===== config.mk =====
export PLATFORM = sky130hd
export DESIGN_NAME = usbf_icb_bridge
export DESIGN_NICKNAME = d
export VERILOG_FILES = /design/src/rtl/usbf_icb_bridge_pkg.sv /design/src/rtl/usbf_bridge_rsp_fifo.sv /design/src/rtl/usbf_icb_bridge.sv
export SDC_FILE = /design/constraint.sdc
export NUM_CORES = 1
export LEC_CHECK = 0
export ABC_AREA = 1
export BUFFER_PORTS_ARGS = -buffer_cell sky130_fd_sc_hd__buf_4
export CAP_MARGIN = 30
export CELL_PAD_IN_SITES_DETAIL_PLACEMENT = 0
export CELL_PAD_IN_SITES_GLOBAL_PLACEMENT = 1
export CORE_ASPECT_RATIO = 0.6
export CORE_MARGIN = 2
export CORE_UTILIZATION = 39
export CTS_CLUSTER_DIAMETER = 40
export DETAILED_ROUTE_END_ITERATION = 10
export PLACE_DENSITY_LB_ADDON = 0.12
export SETUP_SLACK_MARGIN = 0.5
export SYNTH_ARGS = -nofsm -noshare
export SYNTH_HDL_FRONTEND = slang
export SYNTH_SLANG_ARGS = --single-unit

===== constraint.sdc =====
create_clock -name hclk_i -period 4.45 [get_ports hclk_i]
set_input_delay 0.2225 -clock hclk_i [delete_from_list [all_inputs] [get_ports hclk_i]]
set_output_delay 0.2225 -clock hclk_i [all_outputs]
set_load 0.1 [all_outputs]

===== src/rtl/usbf_icb_bridge_pkg.sv =====
// Shared definitions for the ICB-to-CSR bridge: state encodings, default window base, response entry layout.
package usbf_icb_bridge_pkg;

  typedef enum logic [0:0] {
    USBF_BRIDGE_IDLE = 1'b0,
    USBF_BRIDGE_BUSY = 1'b1
  } bridge_state_e;

  localparam logic [31:0] USBF_DEFAULT_BASE_ADDR = 32'h1000_0000;

  // Response entry is {err, rdata}
  localparam int unsigned RSP_ERR_W = 1;

  function automatic int unsigned rsp_entry_w(input int unsigned dw);
    return RSP_ERR_W + dw;
  endfunction

endpackage


===== src/rtl/usbf_bridge_rsp_fifo.sv =====
// First-word fall-through response FIFO; data output reads as zero while empty.
module usbf_bridge_rsp_fifo #(
  parameter int unsigned DEPTH = 2,
  parameter int unsigned WIDTH = 33,
  parameter int unsigned CW    = $clog2(DEPTH + 1)
) (
  input  logic             clk_i,
  input  logic             rst_i,
  input  logic             push_i,
  input  logic [WIDTH-1:0] push_data_i,
  input  logic             pop_i,
  output logic             valid_o,
  output logic [WIDTH-1:0] data_o,
  output logic [CW-1:0]    count_o
);

  localparam int unsigned PW = (DEPTH > 1) ? $clog2(DEPTH) : 1;

  logic [WIDTH-1:0] mem_q [DEPTH];
  logic [PW-1:0]    wr_ptr_q, wr_ptr_d, rd_ptr_q, rd_ptr_d;
  logic [CW-1:0]    count_q, count_d;
  logic             do_push, do_pop;

  function automatic logic [PW-1:0] ptr_inc(input logic [PW-1:0] p);
    return (p == PW'(DEPTH - 1)) ? '0 : p + PW'(1);
  endfunction

  always_comb begin
    do_pop   = pop_i & (count_q != '0);
    do_push  = push_i & ((count_q < CW'(DEPTH)) | do_pop);
    wr_ptr_d = do_push ? ptr_inc(wr_ptr_q) : wr_ptr_q;
    rd_ptr_d = do_pop  ? ptr_inc(rd_ptr_q) : rd_ptr_q;
    count_d  = count_q;
    if (do_push && !do_pop)      count_d = count_q + CW'(1);
    else if (do_pop && !do_push) count_d = count_q - CW'(1);
  end

  always_ff @(posedge clk_i) begin
    if (rst_i) begin
      wr_ptr_q <= '0;
      rd_ptr_q <= '0;
      count_q  <= '0;
      for (int i = 0; i < int'(DEPTH); i++) mem_q[i] <= '0;
    end else begin
      wr_ptr_q <= wr_ptr_d;
      rd_ptr_q <= rd_ptr_d;
      count_q  <= count_d;
      if (do_push) mem_q[wr_ptr_q] <= push_data_i;
    end
  end

  assign valid_o = (count_q != '0);
  assign data_o  = valid_o ? mem_q[rd_ptr_q] : '0;
  assign count_o = count_q;

endmodule


===== src/rtl/usbf_icb_bridge.sv =====
// ICB slave to CSR bridge with window decode, one access in flight and a buffered response path.
// Optional CSR ack timeout is enabled with `define USBF_BRIDGE_TIMEOUT_EN.
module usbf_icb_bridge
  import usbf_icb_bridge_pkg::*;
#(
  parameter int unsigned   AW        = 32,
  parameter int unsigned   DW        = 32,
  parameter logic [AW-1:0] BASE_ADDR = AW'(USBF_DEFAULT_BASE_ADDR),
  parameter int unsigned   WIN_BITS  = 12,
  parameter int unsigned   RSP_DEPTH = 2,
  parameter int unsigned   TMO_W     = 8
) (
  input  logic            hclk_i,
  input  logic            hrst_i,
  input  logic            icb_cmd_valid_i,
  output logic            icb_cmd_ready_o,
  input  logic [AW-1:0]   icb_cmd_addr_i,
  input  logic            icb_cmd_read_i,
  input  logic [DW-1:0]   icb_cmd_wdata_i,
  input  logic [DW/8-1:0] icb_cmd_wmask_i,
  output logic            icb_rsp_valid_o,
  input  logic            icb_rsp_ready_i,
  output logic [DW-1:0]   icb_rsp_rdata_o,
  output logic            icb_rsp_err_o,
  output logic            csr_req_o,
  output logic            csr_we_o,
  output logic [AW-1:0]   csr_addr_o,
  output logic [DW-1:0]   csr_wdata_o,
  output logic [DW/8-1:0] csr_wmask_o,
  input  logic            csr_ack_i,
  input  logic [DW-1:0]   csr_rdata_i
);

  localparam int unsigned EW = rsp_entry_w(DW);
  localparam int unsigned CW = $clog2(RSP_DEPTH + 1);
  localparam int unsigned MW = DW / 8;

  if ((DW % 8) != 0 || RSP_DEPTH < 1 || TMO_W < 1 || WIN_BITS >= AW) begin : g_bad_cfg
    $error("usbf_icb_bridge: unsupported parameter set");
  end

  bridge_state_e   state_q, state_d;
  logic            req_q, req_d, we_q, we_d;
  logic [AW-1:0]   addr_q, addr_d;
  logic [DW-1:0]   wdata_q, wdata_d;
  logic [MW-1:0]   wmask_q, wmask_d;
  logic            push;
  logic [EW-1:0]   push_data;
  logic [EW-1:0]   pop_data;
  logic [CW-1:0]   fifo_count;
  logic            cmd_fire, win_hit;
`ifdef USBF_BRIDGE_TIMEOUT_EN
  logic [TMO_W-1:0] tmo_q, tmo_d;
`endif

  assign icb_cmd_ready_o = (state_q == USBF_BRIDGE_IDLE) && (fifo_count < CW'(RSP_DEPTH));
  assign cmd_fire        = icb_cmd_valid_i & icb_cmd_ready_o;
  assign win_hit         = (icb_cmd_addr_i[AW-1:WIN_BITS] == BASE_ADDR[AW-1:WIN_BITS]);

  // Next-state: accept/decode in IDLE, wait for ack (or timeout) in BUSY
  always_comb begin
    state_d   = state_q;
    req_d     = req_q;
    we_d      = we_q;
    addr_d    = addr_q;
    wdata_d   = wdata_q;
    wmask_d   = wmask_q;
    push      = 1'b0;
    push_data = '0;
`ifdef USBF_BRIDGE_TIMEOUT_EN
    tmo_d     = tmo_q;
`endif
    case (state_q)
      USBF_BRIDGE_IDLE: begin
        if (cmd_fire) begin
          if (win_hit) begin
            state_d = USBF_BRIDGE_BUSY;
            req_d   = 1'b1;
            we_d    = ~icb_cmd_read_i;
            addr_d  = icb_cmd_addr_i;
            wdata_d = icb_cmd_wdata_i;
            wmask_d = icb_cmd_read_i ? '0 : icb_cmd_wmask_i;
`ifdef USBF_BRIDGE_TIMEOUT_EN
            tmo_d   = '0;
`endif
          end else begin
            push      = 1'b1;
            push_data = {1'b1, {DW{1'b0}}};
          end
        end
      end
      USBF_BRIDGE_BUSY: begin
        if (csr_ack_i) begin
          push      = 1'b1;
          push_data = {1'b0, (we_q ? {DW{1'b0}} : csr_rdata_i)};
          req_d     = 1'b0;
          state_d   = USBF_BRIDGE_IDLE;
`ifdef USBF_BRIDGE_TIMEOUT_EN
        end else if (tmo_q == {TMO_W{1'b1}}) begin
          push      = 1'b1;
          push_data = {1'b1, {DW{1'b0}}};
          req_d     = 1'b0;
          state_d   = USBF_BRIDGE_IDLE;
        end else begin
          tmo_d = tmo_q + TMO_W'(1);
`endif
        end
      end
      default: state_d = USBF_BRIDGE_IDLE;
    endcase
  end

  always_ff @(posedge hclk_i) begin
    if (hrst_i) begin
      state_q <= USBF_BRIDGE_IDLE;
      req_q   <= 1'b0;
      we_q    <= 1'b0;
      addr_q  <= '0;
      wdata_q <= '0;
      wmask_q <= '0;
`ifdef USBF_BRIDGE_TIMEOUT_EN
      tmo_q   <= '0;
`endif
    end else begin
      state_q <= state_d;
      req_q   <= req_d;
      we_q    <= we_d;
      addr_q  <= addr_d;
      wdata_q <= wdata_d;
      wmask_q <= wmask_d;
`ifdef USBF_BRIDGE_TIMEOUT_EN
      tmo_q   <= tmo_d;
`endif
    end
  end

  usbf_bridge_rsp_fifo #(
    .DEPTH (RSP_DEPTH),
    .WIDTH (EW),
    .CW    (CW)
  ) u_rsp_fifo (
    .clk_i       (hclk_i),
    .rst_i       (hrst_i),
    .push_i      (push),
    .push_data_i (push_data),
    .pop_i       (icb_rsp_ready_i),
    .valid_o     (icb_rsp_valid_o),
    .data_o      (pop_data),
    .count_o     (fifo_count)
  );

  assign icb_rsp_err_o   = pop_data[EW-1];
  assign icb_rsp_rdata_o = pop_data[DW-1:0];
  assign csr_req_o       = req_q;
  assign csr_we_o        = we_q;
  assign csr_addr_o      = addr_q;
  assign csr_wdata_o     = wdata_q;
  assign csr_wmask_o     = wmask_q;

endmodule

; ---- After elaboration in Yosys (flattened, before gate mapping)
; Memories as Yosys holds them, arrays and structs flattened. A register that Yosys moved wholly into a read port is not among the register bits.
; Index checks and enable logic that the tools add are counted.
; W data, S select, Z words.
[totals]
ff_bits = 75
mem_bits_rw = 66
output_inout_bits = 105
mem_count = 1
[memory_table]
columns = memory, depth, word_bits, rd, rd_ports_with_merged_regs, write_ports, line_no
row1 = u_rsp_fifo.mem_q, 2, 33, 1, 1, 2, usbf_bridge_rsp_fifo.sv:19  ; logic [WIDTH-1:0] mem_q [DEPTH];
[classes]
n_addsub = 4
n_lt_le_gt_ge = 1
eq_ne = 4
n_mux = 33
bitwise_logic = 6
reduce_logical = 10
[ops]
columns = operator, n
row1 = $mux W33, 4
row2 = $pmux W33 S2, 1
row3 = $mux W32, 2
row4 = $reduce_or A33 Y1, 1
row5 = $eq A20 B17 Y1 const B, 1
row6 = $mux W1, 20
row7 = $ne A2 B2 Y1 const B, 3
row8 = $pmux W1 S2, 3
row9 = $reduce_and A3 Y1, 2
row10 = $mux W2, 2
row11 = $mux W4, 1
row12 = $reduce_bool A2 Y1, 2
row13 = $and A1 B1 Y1, 3
row14 = $logic_and A1 B1 Y1, 3
row15 = $add A1 B1 Y1 const B, 2
row16 = $add A2 B1 Y2 const B, 1
row17 = $logic_not A1 Y1, 2
row18 = $lt A2 B2 Y1 const B, 1
row19 = $not A1 Y1, 2
row20 = $sub A2 B1 Y2 const B, 1
row21 = $or A1 B1 Y1, 1

; ---- Longest topological paths before layout
; Gate-level depths: netlist of run 1.
[depth]
depth_word = 11
mapped_depth = 13
depth_no_buf = 13

; ---- Hierarchy
; A second synthesis of run 1 with hierarchy kept.
[hier_totals]
hier_cells = 810
hier_area_um2 = 6371.1
[by_module_without_submodules]
columns = module, instances, cells_per_inst, area_each_um2
row1 = usbf_icb_bridge, 1, 491, 3199.3
row2 = usbf_bridge_rsp_fifo, 1, 319, 3171.8

; ---- Worst setup path before layout of run 1
; OpenSTA, ideal clock, no wires.
[synth_timing]
path_type = register to register
start = register u_rsp_fifo.count_q[1], in the netlist u_rsp_fifo.count_o[1]
end = memory u_rsp_fifo.mem_q[1][0] (enable)
t_arrival_ns = 2.606
t_required_ns = 4.059
path_slack_ns = 1.453
stages_incl_launch_ff = 9
n_path_buf = 1
synth_period_minus_slack_ns = 2.997
path_cell_list = dfxtp_1 -> nor2_2 -> nand2_2 -> inv_2 -> nand2_2 -> nand2_4 -> nand3_4 -> buf_4 -> nand2_1
[synth_lines]
columns = item, line_no
row1 = "start, declared", usbf_bridge_rsp_fifo.sv:21  ; logic [CW-1:0] count_q, count_d;
row2 = "start signal, assigned", usbf_bridge_rsp_fifo.sv:47  ; count_q <= count_d;
row3 = "end, declared", usbf_bridge_rsp_fifo.sv:19

==> metrics.txt, run 1 <==
DIE WIDTH 161 um; synthesized instance count 634; placed cell area 7410 um^2; num ports roughly 210; final core utilization 55.6%; Leak Pwr 3.54 nW; min setup slack post-route 1.96 ns; Inserted Diodes 0; remaining max-slew budget at the tightest pin 35.6%; H-tree depth reported by CTS 4; Antenna Nets Post-Route 0; height of the die 98.0 um; detailed placer's ending HPWL 10400 um; Longest Clk Path Bufs 2; pre-CTS worst setup slack between 2 and 2.5 ns; Peak supply drop 0.346 mV; total nets after synthesis 741; total number of vias 4867; post-route DRC violation count 0; final number of setup-violating endpoints 0; Worst Hold Path Cells 3; clock buffers created by TritonCTS 17; overall global routing resource usage 19.7%; capture endpoint of the worst hold path csr_wdata_o[4]; number of DRC markers after the initial detailed-route iteration 350; library cell with the largest summed area after synthesis sky130_fd_sc_hd__edfxtp_1; number of buffers added to fix hold violations after cts 0; setup repair after global routing missed its margin no; class of the worst hold path input port to flip-flop; Synth top area share 34.5%; final hold violation count 0; final routed wirelength across all metal layers ~15000 um; TritonCTS clock tree built; count of warnings emitted by yosys 0; max-capacitance violation count 0; Root Buffer sky130_fd_sc_hd__clkbuf_16; clock edge transition at the registers on the reported setup and hold paths 0.06 ns; number of rows in the core area 34; IO Port Bufs 210; area inside the core boundary 14400 um^2; count of cell types in the netlist 26; worst clock skew on the final layout roughly 0.015 ns; slew at the pin closest to its max-slew limit between 0.9 and 1 ns; insertion delay to the later sink of the worst-skew pair 0.41 ns; count of instances resized after the clock tree is built 0; type of element launching the critical path flip-flop; data required time of the worst path roughly 4.2 ns; dominant cells by area after synthesis sky130_fd_sc_hd__edfxtp_1 (35%), sky130_fd_sc_hd__dfxtp_1 (26%), sky130_fd_sc_hd__nor2_1 (9.3%); placed cell count slightly above 1000; GP Congestion just over 0.8; die area approximately 16000 um^2; first-pass GRT wire length 24700 um; Layout Area Growth over Synthesis 39.5%; gr ovfl total 0; reg2reg start u_rsp_fifo.count_o[1]; Cell Pwr Density around 520 nW/um^2; Worst Setup End Kind primary output; Post-Syn Area per Cell 9.06 um^2; number of clock sinks 142; layout cells sized above 1 34.2%; result of the run completed; Post-Route Setup TNS 0 ns; number of inserted filler cells in the final layout between 1000 and 1500; cell depth of the worst flop-to-flop path 8; largest driver fanout on the critical path 34; fraction of the yosys area taken by sequential cells between 60% and 70%; ratio of routed vias to standard cells 4.67; Period Utilization, post-route 56.0%; Critical Setup Path Class flip-flop to primary output; initial core utilization 39.8%; worst r2r dst u_rsp_fifo.mem_q[1][29]; worst hold margin 0.0354 ns; Post-CTS Setup Inserts 0; number of cells in the finished layout apart from fillers approximately 1000; worst reg2reg setup slack 2.26 ns; signal arrival time at the worst endpoint 2.27 ns; synthesis-stage register bit count about 140; TritonRoute pass-1 iters 4; power after layout 4.13 mW; design area 8020 um^2; initial antenna violation count 0; Final #Nets 939; Worst Min Path Start icb_cmd_wdata_i[4]; highest attainable clock frequency 0.402 GHz; Slew Limit Fails 0; mean routed wirelength per cell 14.8 um; vias in the first global route roughly 4800; final worst path period need 2.49 ns; maximum number of pins on one net before global-route repair 71; post-synth design cell area 5740 um^2
## power by group
part	internal [mW]	switching (mW)
Combinational	0.253	0.970
Sequential	1.44	0.0249
Clock	0.887	0.552
## how the worst max path moves through the flow
stage                     startpoint                       to  depth (start not counted)
2_1_floorplan  u_rsp_fifo.count_o[1]   u_rsp_fifo.mem_q[1][0]                          8
3_3_place_gp               flip-flop       icb_rsp_rdata_o[6]                          5
4_1_cts                    flip-flop      icb_rsp_rdata_o[22]                          6
5_1_grt                    flip-flop      icb_rsp_rdata_o[16]                          6
6_report                   flip-flop      icb_rsp_rdata_o[22]                          6
3_5_place_dp   u_rsp_fifo.count_o[1]  u_rsp_fifo.mem_q[1][28]                          8
## sequential cells by signal (all words and copies together), names as in the netlist, named ones only
| register | cells |
|---|---|
| state_q | 1 |
| csr_addr_o | 32 |
| csr_req_o | 1 |
| u_rsp_fifo.rd_ptr_q | 1 |
| csr_wmask_o | 4 |
| csr_wdata_o | 32 |
| csr_we_o | 1 |
| u_rsp_fifo.count_o | 2 |
| u_rsp_fifo.mem_q | 66 |
| u_rsp_fifo.wr_ptr_q | 1 |
## layout by cell type (no fill, tap or decap)
| cell | synthesis | final |
|---|---|---|
| sky130_fd_sc_hd__clkinv_1 | 0 | 1 |
| sky130_fd_sc_hd__buf_8 | 0 | 1 |
| sky130_fd_sc_hd__nor3_4 | 0 | 1 |
| sky130_fd_sc_hd__clkinv_4 | 0 | 4 |
| sky130_fd_sc_hd__clkinvlp_4 | 0 | 4 |
| sky130_fd_sc_hd__nor3_1 | 1 | 1 |
| sky130_fd_sc_hd__nand3_1 | 23 | 23 |
| sky130_fd_sc_hd__dfxtp_1 | 76 | 76 |
| sky130_fd_sc_hd__o21ai_0 | 49 | 49 |
| sky130_fd_sc_hd__edfxtp_1 | 66 | 66 |
| sky130_fd_sc_hd__bufinv_16 | 0 | 3 |
| sky130_fd_sc_hd__nand3_4 | 1 | 1 |
| sky130_fd_sc_hd__clkbuf_16 | 0 | 17 |
| sky130_fd_sc_hd__xor2_1 | 1 | 1 |
| sky130_fd_sc_hd__clkbuf_1 | 15 | 3 |
| sky130_fd_sc_hd__nand2_4 | 1 | 1 |
| sky130_fd_sc_hd__nand2_1 | 115 | 115 |
| sky130_fd_sc_hd__nand4_1 | 1 | 1 |
| sky130_fd_sc_hd__buf_4 | 3 | 217 |
| sky130_fd_sc_hd__inv_6 | 0 | 1 |
| sky130_fd_sc_hd__a21oi_1 | 44 | 44 |
| sky130_fd_sc_hd__nor2_1 | 143 | 142 |
| sky130_fd_sc_hd__inv_1 | 34 | 33 |
| sky130_fd_sc_hd__ha_1 | 1 | 1 |
| sky130_fd_sc_hd__nor2_2 | 29 | 30 |
| sky130_fd_sc_hd__nand2_2 | 4 | 4 |
| sky130_fd_sc_hd__nand4_4 | 1 | 1 |
| sky130_fd_sc_hd__nand3_2 | 2 | 2 |
| sky130_fd_sc_hd__nor2_4 | 1 | 1 |
| sky130_fd_sc_hd__inv_2 | 1 | 1 |
## area by class of cell
| cell class | count | area (um^2) | area share (%) |
|---|---|---|---|
| clock buffers | 20 | 437 | 5.45 |
| inverters | 35 | 131 | 1.64 |
| well taps | 198 | 248 | 3.09 |
| multi-input cells | 418 | 1890 | 23.6 |
| repair buffers | 218 | 1640 | 20.5 |
| clock inverters | 12 | 164 | 2.04 |
| flip-flops and latches | 142 | 3500 | 43.7 |
## metal layers
layer  GRT usage, %  up-vias  part of all wire (%)
met5              0        -                     0
met1           26.5     2246                    47
met3           6.63       12                   7.8
met2           30.4      170                    44
li1               -     2439                     -
met4           5.47        0                  0.91
## critical path: stages, from the launching register on
cell                      delay, ns
sky130_fd_sc_hd__dfxtp_1       0.29
sky130_fd_sc_hd__buf_4         0.24
sky130_fd_sc_hd__inv_1         0.50
sky130_fd_sc_hd__buf_8         0.25
sky130_fd_sc_hd__nand2_1       0.07
sky130_fd_sc_hd__a21oi_1       0.19
sky130_fd_sc_hd__buf_4         0.33
## cell usage after synthesis
cell type	number
sky130_fd_sc_hd__nand3_1	23
sky130_fd_sc_hd__nor3_2	1
sky130_fd_sc_hd__nand2_2	4
sky130_fd_sc_hd__edfxtp_1	66
sky130_fd_sc_hd__dfxtp_1	76
sky130_fd_sc_hd__a21oi_1	44
sky130_fd_sc_hd__nand3_4	1
sky130_fd_sc_hd__inv_2	1
sky130_fd_sc_hd__buf_1	3
sky130_fd_sc_hd__nor2_2	29
sky130_fd_sc_hd__xor2_1	1
sky130_fd_sc_hd__nor3_1	1
sky130_fd_sc_hd__buf_4	3
sky130_fd_sc_hd__nand4_4	1
sky130_fd_sc_hd__clkbuf_1	15
sky130_fd_sc_hd__nor2_4	1
sky130_fd_sc_hd__inv_1	34
sky130_fd_sc_hd__buf_2	10
sky130_fd_sc_hd__ha_1	1
sky130_fd_sc_hd__o21ai_0	49
sky130_fd_sc_hd__nand2_1	115
sky130_fd_sc_hd__nand4_1	1
sky130_fd_sc_hd__nand3_2	2
sky130_fd_sc_hd__nand2_4	1
sky130_fd_sc_hd__buf_6	8
sky130_fd_sc_hd__nor2_1	143
## cells by family (layout without fill, tap and decap cells)
| group | after synthesis | count (layout) | share of synthesized area (%) |
|---|---|---|---|
| buffers and inverters | 74 | 285 | 6.29 |
| DFF | 142 | 142 | 61.0 |
| and+or+nand+nor | 323 | 323 | 24.2 |
| adders and majority gates | 1 | 1 | 0.218 |
| xor gates and xnor gates | 1 | 1 | 0.153 |
| AOI/OAI and AO/OA | 93 | 93 | 8.10 |
No activity file was read; power rests on OpenSTA's default activity.
==> inputs of run 2 (changes only) <==
--- a/config.mk
+++ b/config.mk
@@ -5,14 +5,14 @@
 export SDC_FILE = /design/constraint.sdc
 export NUM_CORES = 1
 export LEC_CHECK = 0
-export ABC_AREA = 1
+export ABC_AREA = 0
 export BUFFER_PORTS_ARGS = -buffer_cell sky130_fd_sc_hd__buf_4
 export CAP_MARGIN = 30
 export CELL_PAD_IN_SITES_DETAIL_PLACEMENT = 0
 export CELL_PAD_IN_SITES_GLOBAL_PLACEMENT = 1
 export CORE_ASPECT_RATIO = 0.6
 export CORE_MARGIN = 2
-export CORE_UTILIZATION = 39
+export CORE_UTILIZATION = 37
 export CTS_CLUSTER_DIAMETER = 40
 export DETAILED_ROUTE_END_ITERATION = 10
 export PLACE_DENSITY_LB_ADDON = 0.12
==> constraint.sdc (replaced) <==
create_clock -name hclk_i -period 2.55 [get_ports hclk_i]
set_input_delay 0.1275 -clock hclk_i [delete_from_list [all_inputs] [get_ports hclk_i]]
set_output_delay 0.1275 -clock hclk_i [all_outputs]
set_load 0.1 [all_outputs]
==> metrics.txt, run 2 <==
gr ovfl total 0 (unchanged); height of the die 102 um (+3.8%); pre-CTS worst setup slack 0.262 ns (-1.97 ns); portion of total power attributed to the clock network 31.4% (-3.5 points); post-synthesis compound-gate area fraction 9.44% (+1.3 points); area fraction in and, or, nand and nor cells after synthesis 19.9% (-4.3 points); clock edge transition at the registers on the reported setup and hold paths 0.06 ns (about the same); die area 17000 um^2 (+7.8%); sequential fraction of design power 34.4% (-1.1 points); Post-Route Setup TNS 0 ns (unchanged); proportion of power drawn by combinational gates 34.1% (+4.5 points); library cell with the largest summed area after synthesis sky130_fd_sc_hd__edfxtp_1; combinational family with the most area after synthesis simple AND/OR/NAND/NOR gates; count of cell types in the netlist 36 (+38%); Inserted Diodes 0 (unchanged); top-count cell post-synth sky130_fd_sc_hd__dfxtp_1; signal arrival time at the worst endpoint 1.78 ns (-0.49 ns); number of rows in the core area 35 (+2.9%); worst hold margin 0.00975 ns (-0.0256 ns); initial core utilization 38.1% (-1.7 points); CP top delay family flip-flops; Root Buffer sky130_fd_sc_hd__clkbuf_16; fraction of the yosys area taken by sequential cells 59.5% (-1.5 points); multiplexer fraction of the synthesized cell area 5.97% (+6.0 points); Final #Nets 888 (-5.4%); type of element launching the critical path flip-flop; Synth top area share 33.7% (-0.84 points); Leak Pwr 3.77 nW (+6.3%); synthesized instance count 549 (-13%); min setup slack post-route 0.641 ns (-1.32 ns); Antenna Nets Post-Route 0 (unchanged); internal cell power 4.71 mW (+83%); synthesis-stage register bit count 142 (unchanged); mean routed wirelength per cell 17.3 um (+17%); post-route DRC violation count 0 (unchanged); Worst Setup End Kind primary output; final routed wirelength across all metal layers 17300 um (+12%); total nets after synthesis 656 (-11%); Bufs and invs on worst path 2 (-2); Synth Area in Adders 0.213% (-0.0053 points); TritonCTS clock tree built; Post-Syn Area per Cell 10.7 um^2 (+18%); first-pass GRT wire length 26600 um (+8.0%); overall global routing resource usage 19.9% (+0.25 points); maximum number of pins on one net before global-route repair 51 (-28%); Worst path max stage delay 0.53 ns (+0.03 ns); insertion delay to the later sink of the worst-skew pair 0.41 ns (about the same); ratio of routed vias to standard cells 5.19 (+11%); Critical Setup Path Class flip-flop to primary output; worst clock skew on the final layout 0.0177 ns (+0.00265 ns); class of the worst hold path input port to flip-flop; total number of vias 5171 (+6.2%); flip-flop count of the largest register after layout 66 (unchanged); IO Port Bufs 210 (unchanged); final number of setup-violating endpoints 0 (unchanged); result of the run completed; number of cells in the finished layout apart from fillers 997 (-4.4%); detailed placer's ending HPWL 11500 um (+10%); final worst path period need between 1.5 and 2 ns; EDFF count, synth 66 (unchanged); GP Congestion 0.841 (+1.3%); design area 8780 um^2 (+9.5%); commonest non-fill, non-tap cell in the layout sky130_fd_sc_hd__buf_4; Peak supply drop 0.609 mV (+76%); post-synth design cell area 5890 um^2 (+2.5%); setup repair after global routing missed its margin no; max-capacitance violation count 0 (unchanged); Slew Limit Fails 0 (unchanged); clock buffers created by TritonCTS 17 (unchanged); final core utilization 56.8% (+1.2 points); worst-path cell with the longest stage delay sky130_fd_sc_hd__dfxtp_4; switching portion of total power 39.1% (+1.6 points); count of warnings emitted by yosys 0 (unchanged); number of inserted filler cells in the final layout 1358 (+2.1%); flip-flop cell with the highest count after synthesis sky130_fd_sc_hd__dfxtp_1; placed cell count 924 (-8.6%); Longest Clk Path Bufs 2 (unchanged); num ports 211 (unchanged); Commonest cells post-synth sky130_fd_sc_hd__dfxtp_1 (76), sky130_fd_sc_hd__and3_1 (67), sky130_fd_sc_hd__edfxtp_1 (66); remaining max-slew budget at the tightest pin 57.9% (+22 points); critical path's most frequent cell sky130_fd_sc_hd__buf_4; Cell Pwr Density 882 nW/um^2 (+71%); dominant cells by area after synthesis sky130_fd_sc_hd__edfxtp_1 (34%), sky130_fd_sc_hd__dfxtp_1 (26%), sky130_fd_sc_hd__and3_1 (7.1%); initial antenna violation count 0 (unchanged); vias in the first global route 5020 (+3.8%); xor and xnor area share after synthesis 0.446% (+0.29 points); list of cells traversed by the critical path buf_4, mux2i_1, nor2_2, buf_4; fraction of registers with async set/reset 0% (unchanged); top register by number of flip-flops u_rsp_fifo.mem_q; Layout Area Growth over Synthesis 49.1%; placed cell area 7770 um^2 (+4.8%); largest driver fanout on the critical path 17 (-50%); power after layout 7.74 mW (+87%); highest attainable clock frequency between 0.5 and 0.6 GHz; TritonRoute pass-1 iters 5 (+1); slew at the pin closest to its max-slew limit 0.630 ns (-0.334 ns); total area of multi-input combinational cells 2230 um^2 (+18%); leading cell types in the layout, fill and taps excluded sky130_fd_sc_hd__buf_4 (225), sky130_fd_sc_hd__dfxtp_1 (75), sky130_fd_sc_hd__and3_1 (66), sky130_fd_sc_hd__edfxtp_1 (66), sky130_fd_sc_hd__a21oi_1 (53); Period Utilization, post-route between 70% and 80%; number of DRC markers after the initial detailed-route iteration 276 (-21%); DIE WIDTH 167 um (+3.8%); final hold violation count 0 (unchanged); data required time of the worst path 2.42 ns (-1.81 ns); switching power 3.03 mW (+96%); layout cells sized above 1 38.3% (+4.1 points); area inside the core boundary 15500 um^2 (+7.2%); area used by sequential logic in the layout 3510 um^2 (+0.11%); H-tree depth reported by CTS 4 (unchanged); number of clock sinks 142 (unchanged)
-- run 2: area by class of cell --
type | instances | area share [%]
multi-input combinational | 346 | 25.4
clock inverter | 11 | 1.20
inverter | 5 | 0.257
timing repair buffer | 269 | 24.8
sequential | 142 | 40.0
tap | 203 | 2.89
clock buffer | 21 | 5.50
-- run 2: cell families (layout without fill, tap and decap cells) --
| family | count (synthesis) | count (layout) |
|---|---|---|
| AO/OA/AOI/OAI | 108 | 108 |
| AND/OR/NAND/NOR | 199 | 199 |
| adder cells (fa/ha/maj) | 1 | 1 |
| buffers and inverters | 61 | 306 |
| multiplexers | 35 | 35 |
| XOR/XNOR | 3 | 3 |
| flip-flops | 142 | 142 |
-- run 2: repair_timing --
action | CTS | global route
hold endpoints to repair | 37 | 1
pin swaps | 1 | 0
setup buffers | 2 | 0
resized for setup | 1 | 3
setup endpoints to repair | 21 | 76
gates cloned | 0 | 0
hold buffers | 37 | 1
-- run 2: tightest hold or removal path, cell delays in order --
cell	delay (ns)
sky130_fd_sc_hd__buf_4	0.11
sky130_fd_sc_hd__nand4_1	0.06
sky130_fd_sc_hd__a21oi_1	0.06
-- run 2: final timing paths --
path,start,cells after the start,endpoint,slack [ns]
worst max-delay path,flip-flop,4,icb_rsp_rdata_o[17],0.64
worst min-delay path,icb_cmd_wdata_i[5],3,csr_wdata_o[5],0.01
worst max register to register,state_q,6,u_rsp_fifo.count_o[1],0.65
worst min register to register,csr_addr_o[28],2,csr_addr_o[28],0.45
-- run 2: layer usage --
| metal | global-route usage, % | vias up | wire [um] |
|---|---|---|---|
| met5 | 0 | - | 0 |
| met4 | 4.71 | 0 | 218 |
| met3 | 6.17 | 14 | 1180 |
| met2 | 30.8 | 193 | 7900 |
| met1 | 27.5 | 2488 | 7980 |
| li1 | - | 2476 | - |
-- run 2: power by group through the flow --
stage                     Clock (mW)  Sequential, mW  Combinational, mW
final                           2.43            2.66               2.64
after global routing            2.58            2.68               2.77
after CTS                       2.48            2.67               2.65
after detailed placement           0            2.72               2.59
after global placement             0            2.71               2.53
after floorplan                    0            2.64               1.98
==> inputs of run 3 (changes only) <==
--- a/config.mk
+++ b/config.mk
@@ -5,14 +5,14 @@
 export SDC_FILE = /design/constraint.sdc
 export NUM_CORES = 1
 export LEC_CHECK = 0
-export ABC_AREA = 0
+export ABC_AREA = 1
 export BUFFER_PORTS_ARGS = -buffer_cell sky130_fd_sc_hd__buf_4
 export CAP_MARGIN = 30
 export CELL_PAD_IN_SITES_DETAIL_PLACEMENT = 0
 export CELL_PAD_IN_SITES_GLOBAL_PLACEMENT = 1
 export CORE_ASPECT_RATIO = 0.6
 export CORE_MARGIN = 2
-export CORE_UTILIZATION = 37
+export CORE_UTILIZATION = 36
 export CTS_CLUSTER_DIAMETER = 40
 export DETAILED_ROUTE_END_ITERATION = 10
 export PLACE_DENSITY_LB_ADDON = 0.12
==> constraint.sdc (replaced) <==
create_clock -name hclk_i -period 2 [get_ports hclk_i]
set_input_delay 0.1 -clock hclk_i [delete_from_list [all_inputs] [get_ports hclk_i]]
set_output_delay 0.1 -clock hclk_i [all_outputs]
set_load 0.1 [all_outputs]
==> metrics.txt, run 3 (same netlist as run 1, synthesis figures left out) <==
top register by number of flip-flops u_rsp_fifo.mem_q; setup repair after global routing missed its margin yes; class of the worst hold path input port to flip-flop; Worst path max stage delay 0.40 ns (-0.13 ns); vias in the first global route 5430 (+8.2%); gr ovfl total 0 (unchanged); maximum number of pins on one net before global-route repair 71 (+39%); worst-path cell with the longest stage delay sky130_fd_sc_hd__dfxtp_4; worst clock skew on the final layout 0.0102 ns (-0.00746 ns); post-route DRC violation count 1 (+1); number of clock sinks 142 (unchanged); number of DRC markers after the initial detailed-route iteration 360 (+30%); slew at the pin closest to its max-slew limit 0.823 ns (+0.192 ns); pre-CTS worst setup slack 0.216 ns (-0.0465 ns); TritonRoute pass-1 iters 8 (+3); Longest Clk Path Bufs 2 (unchanged); Leak Pwr 4.33 nW (+15%); Cell Pwr Density 1040 nW/um^2 (+18%); area inside the core boundary 15500 um^2 (unchanged); Slew Limit Fails 0 (unchanged); type of element launching the critical path flip-flop; final number of setup-violating endpoints 0 (unchanged); Worst Setup End Kind primary output; num ports 211 (unchanged); final routed wirelength across all metal layers 20100 um (+16%); final worst path period need 1.64 ns; clock edge transition at the registers on the reported setup and hold paths 0.06 ns (about the same); mean routed wirelength per cell 17.5 um (+1.3%); first-pass GRT wire length 28000 um (+5.3%); Layout Area Growth over Synthesis 87.4%; total number of vias 5468 (+5.7%); data required time of the worst path 1.90 ns (-0.52 ns); Antenna Nets Post-Route 0 (unchanged); final hold violation count 0 (unchanged); met2 wirelength from detailed routing 8820 um (+12%); Critical Setup Path Class flip-flop to primary output; min setup slack post-route 0.357 ns (-0.284 ns); leading cell types in the layout, fill and taps excluded sky130_fd_sc_hd__buf_4 (181), sky130_fd_sc_hd__nor2_1 (135), sky130_fd_sc_hd__nand2_1 (91), sky130_fd_sc_hd__dfxtp_1 (71), sky130_fd_sc_hd__edfxtp_1 (66); signal arrival time at the worst endpoint 1.54 ns (-0.24 ns); detailed placer's ending HPWL 10200 um (-11%); flip-flop count of the largest register after layout 66 (unchanged); met1 routed wirelength after detailed routing 9310 um (+17%); initial antenna violation count 0 (unchanged); initial core utilization 37.2% (-0.92 points); uppermost metal layer occupied by signal nets met4; H-tree depth reported by CTS 4 (unchanged); height of the die 102 um (+0.14%); number of rows in the core area 35 (unchanged); clock buffers created by TritonCTS 17 (unchanged); list of cells traversed by the critical path buf_8, nand2_1, a21oi_4, buf_12; Root Buffer sky130_fd_sc_hd__clkbuf_16; failing checks design-rule violations; remaining max-slew budget at the tightest pin 45.1% (-13 points); commonest non-fill, non-tap cell in the layout sky130_fd_sc_hd__buf_4; largest driver fanout on the critical path 19 (+2); Bufs and invs on worst path 2 (unchanged); number of inserted filler cells in the final layout 1121 (-17%); ratio of routed vias to standard cells 4.78 (-7.8%); Peak supply drop 0.980 mV (+61%); IO Port Bufs 210 (unchanged); overall global routing resource usage 21.2% (+1.3 points); Period Utilization, post-route just over 80%; highest attainable clock frequency 0.609 GHz; TritonCTS clock tree built; die area 17000 um^2 (+0.28%); CP top delay family flip-flops; GP Congestion 0.746 (-11%); result of the run finished with violations; Inserted Diodes 0 (unchanged); layout cells sized above 1 49.6% (+11 points); DIE WIDTH 167 um (+0.14%); final core utilization 69.6% (+13 points); max-capacitance violation count 0 (unchanged); Detail Route met3 WL 1650 um (+40%); Final #Nets 1035 (+17%); insertion delay to the later sink of the worst-skew pair 0.41 ns (about the same); power after layout 11.2 mW (+45%)
[run 3: cell count changes in the layout (fill, tap and decap cells not counted), moves of 44 or more]
| cell | change |
|---|---|
| sky130_fd_sc_hd__o21ai_2 | +45 |
| sky130_fd_sc_hd__nand2_1 | +87 |
| sky130_fd_sc_hd__and3_1 | -66 |
| sky130_fd_sc_hd__nand4_1 | -45 |
| sky130_fd_sc_hd__buf_4 | -44 |
| sky130_fd_sc_hd__a21oi_1 | -47 |
| sky130_fd_sc_hd__o21ai_1 | -46 |
| sky130_fd_sc_hd__nor2_1 | +126 |
| sky130_fd_sc_hd__buf_12 | +50 |
[run 3: worst min-delay path, cell delays in order]
cell and delay (ns):
sky130_fd_sc_hd__buf_4 0.08, sky130_fd_sc_hd__nand2_1 0.06, sky130_fd_sc_hd__nor2_2 0.10
[run 3: final timing paths]
kind                               from                     end  slack [ns]  cells after the start
setup / recovery              flip-flop     icb_rsp_rdata_o[23]        0.36                      4
hold / removal           csr_rdata_i[4]  u_rsp_fifo.mem_q[0][4]        0.04                      3
setup reg to reg  u_rsp_fifo.count_o[1]   u_rsp_fifo.count_o[1]        0.37                     12
hold reg to reg          csr_addr_o[19]          csr_addr_o[19]        0.46                      2
[run 3: what timing repair did]
item / in CTS / in global routing
gates resized for setup: 135 / 176
hold endpoints to repair: 55 / 0
setup endpoints to repair: 100 / 218
hold buffers: 50 / 0
cloned: 9 / 15
pin swaps: 16 / 71
buffers inserted: 12 / 6
[run 3: layer usage]
| metal | GRT usage (%) | up-vias |
|---|---|---|
| li1 | - | 2666 |
| met1 | 28.6 | 2579 |
| met2 | 33.1 | 199 |
| met3 | 6.35 | 24 |
| met4 | 7.23 | 0 |
| met5 | 0 | - |
[run 3: report_power, final]
part	total, mW	internal, mW	switching [mW]
Clock	2.98	1.63	1.35
Sequential	3.30	3.22	0.0871
Combinational	4.95	1.93	3.01
[run 3: per-stage QoR]
stage | area [um^2] | hold WS, ns | TNS (ns) | std cells
CTS | 9860 | 0.00434 | 0 | 1123
global placement | 7970 | 0.323 | 0 | 1020
floorplan | 6270 | 0.235 | -2.68 | 634
finish | 10800 | 0.0370 | 0 | 1144
global route | 10800 | 0.0393 | 0 | 1144
detailed placement | 7970 | 0.329 | 0 | 1020
[run 3: cell type report]
cell class | instances | area, um^2 | share of cell area, %
Clock buffer | 17 | 425 | 3.95
Clock inverter | 15 | 128 | 1.19
Inverter | 35 | 143 | 1.32
Timing Repair Buffer | 308 | 3390 | 31.5
Tap cell | 203 | 254 | 2.36
Multi-Input combinational cell | 424 | 2910 | 27.1
Sequential cell | 142 | 3510 | 32.6
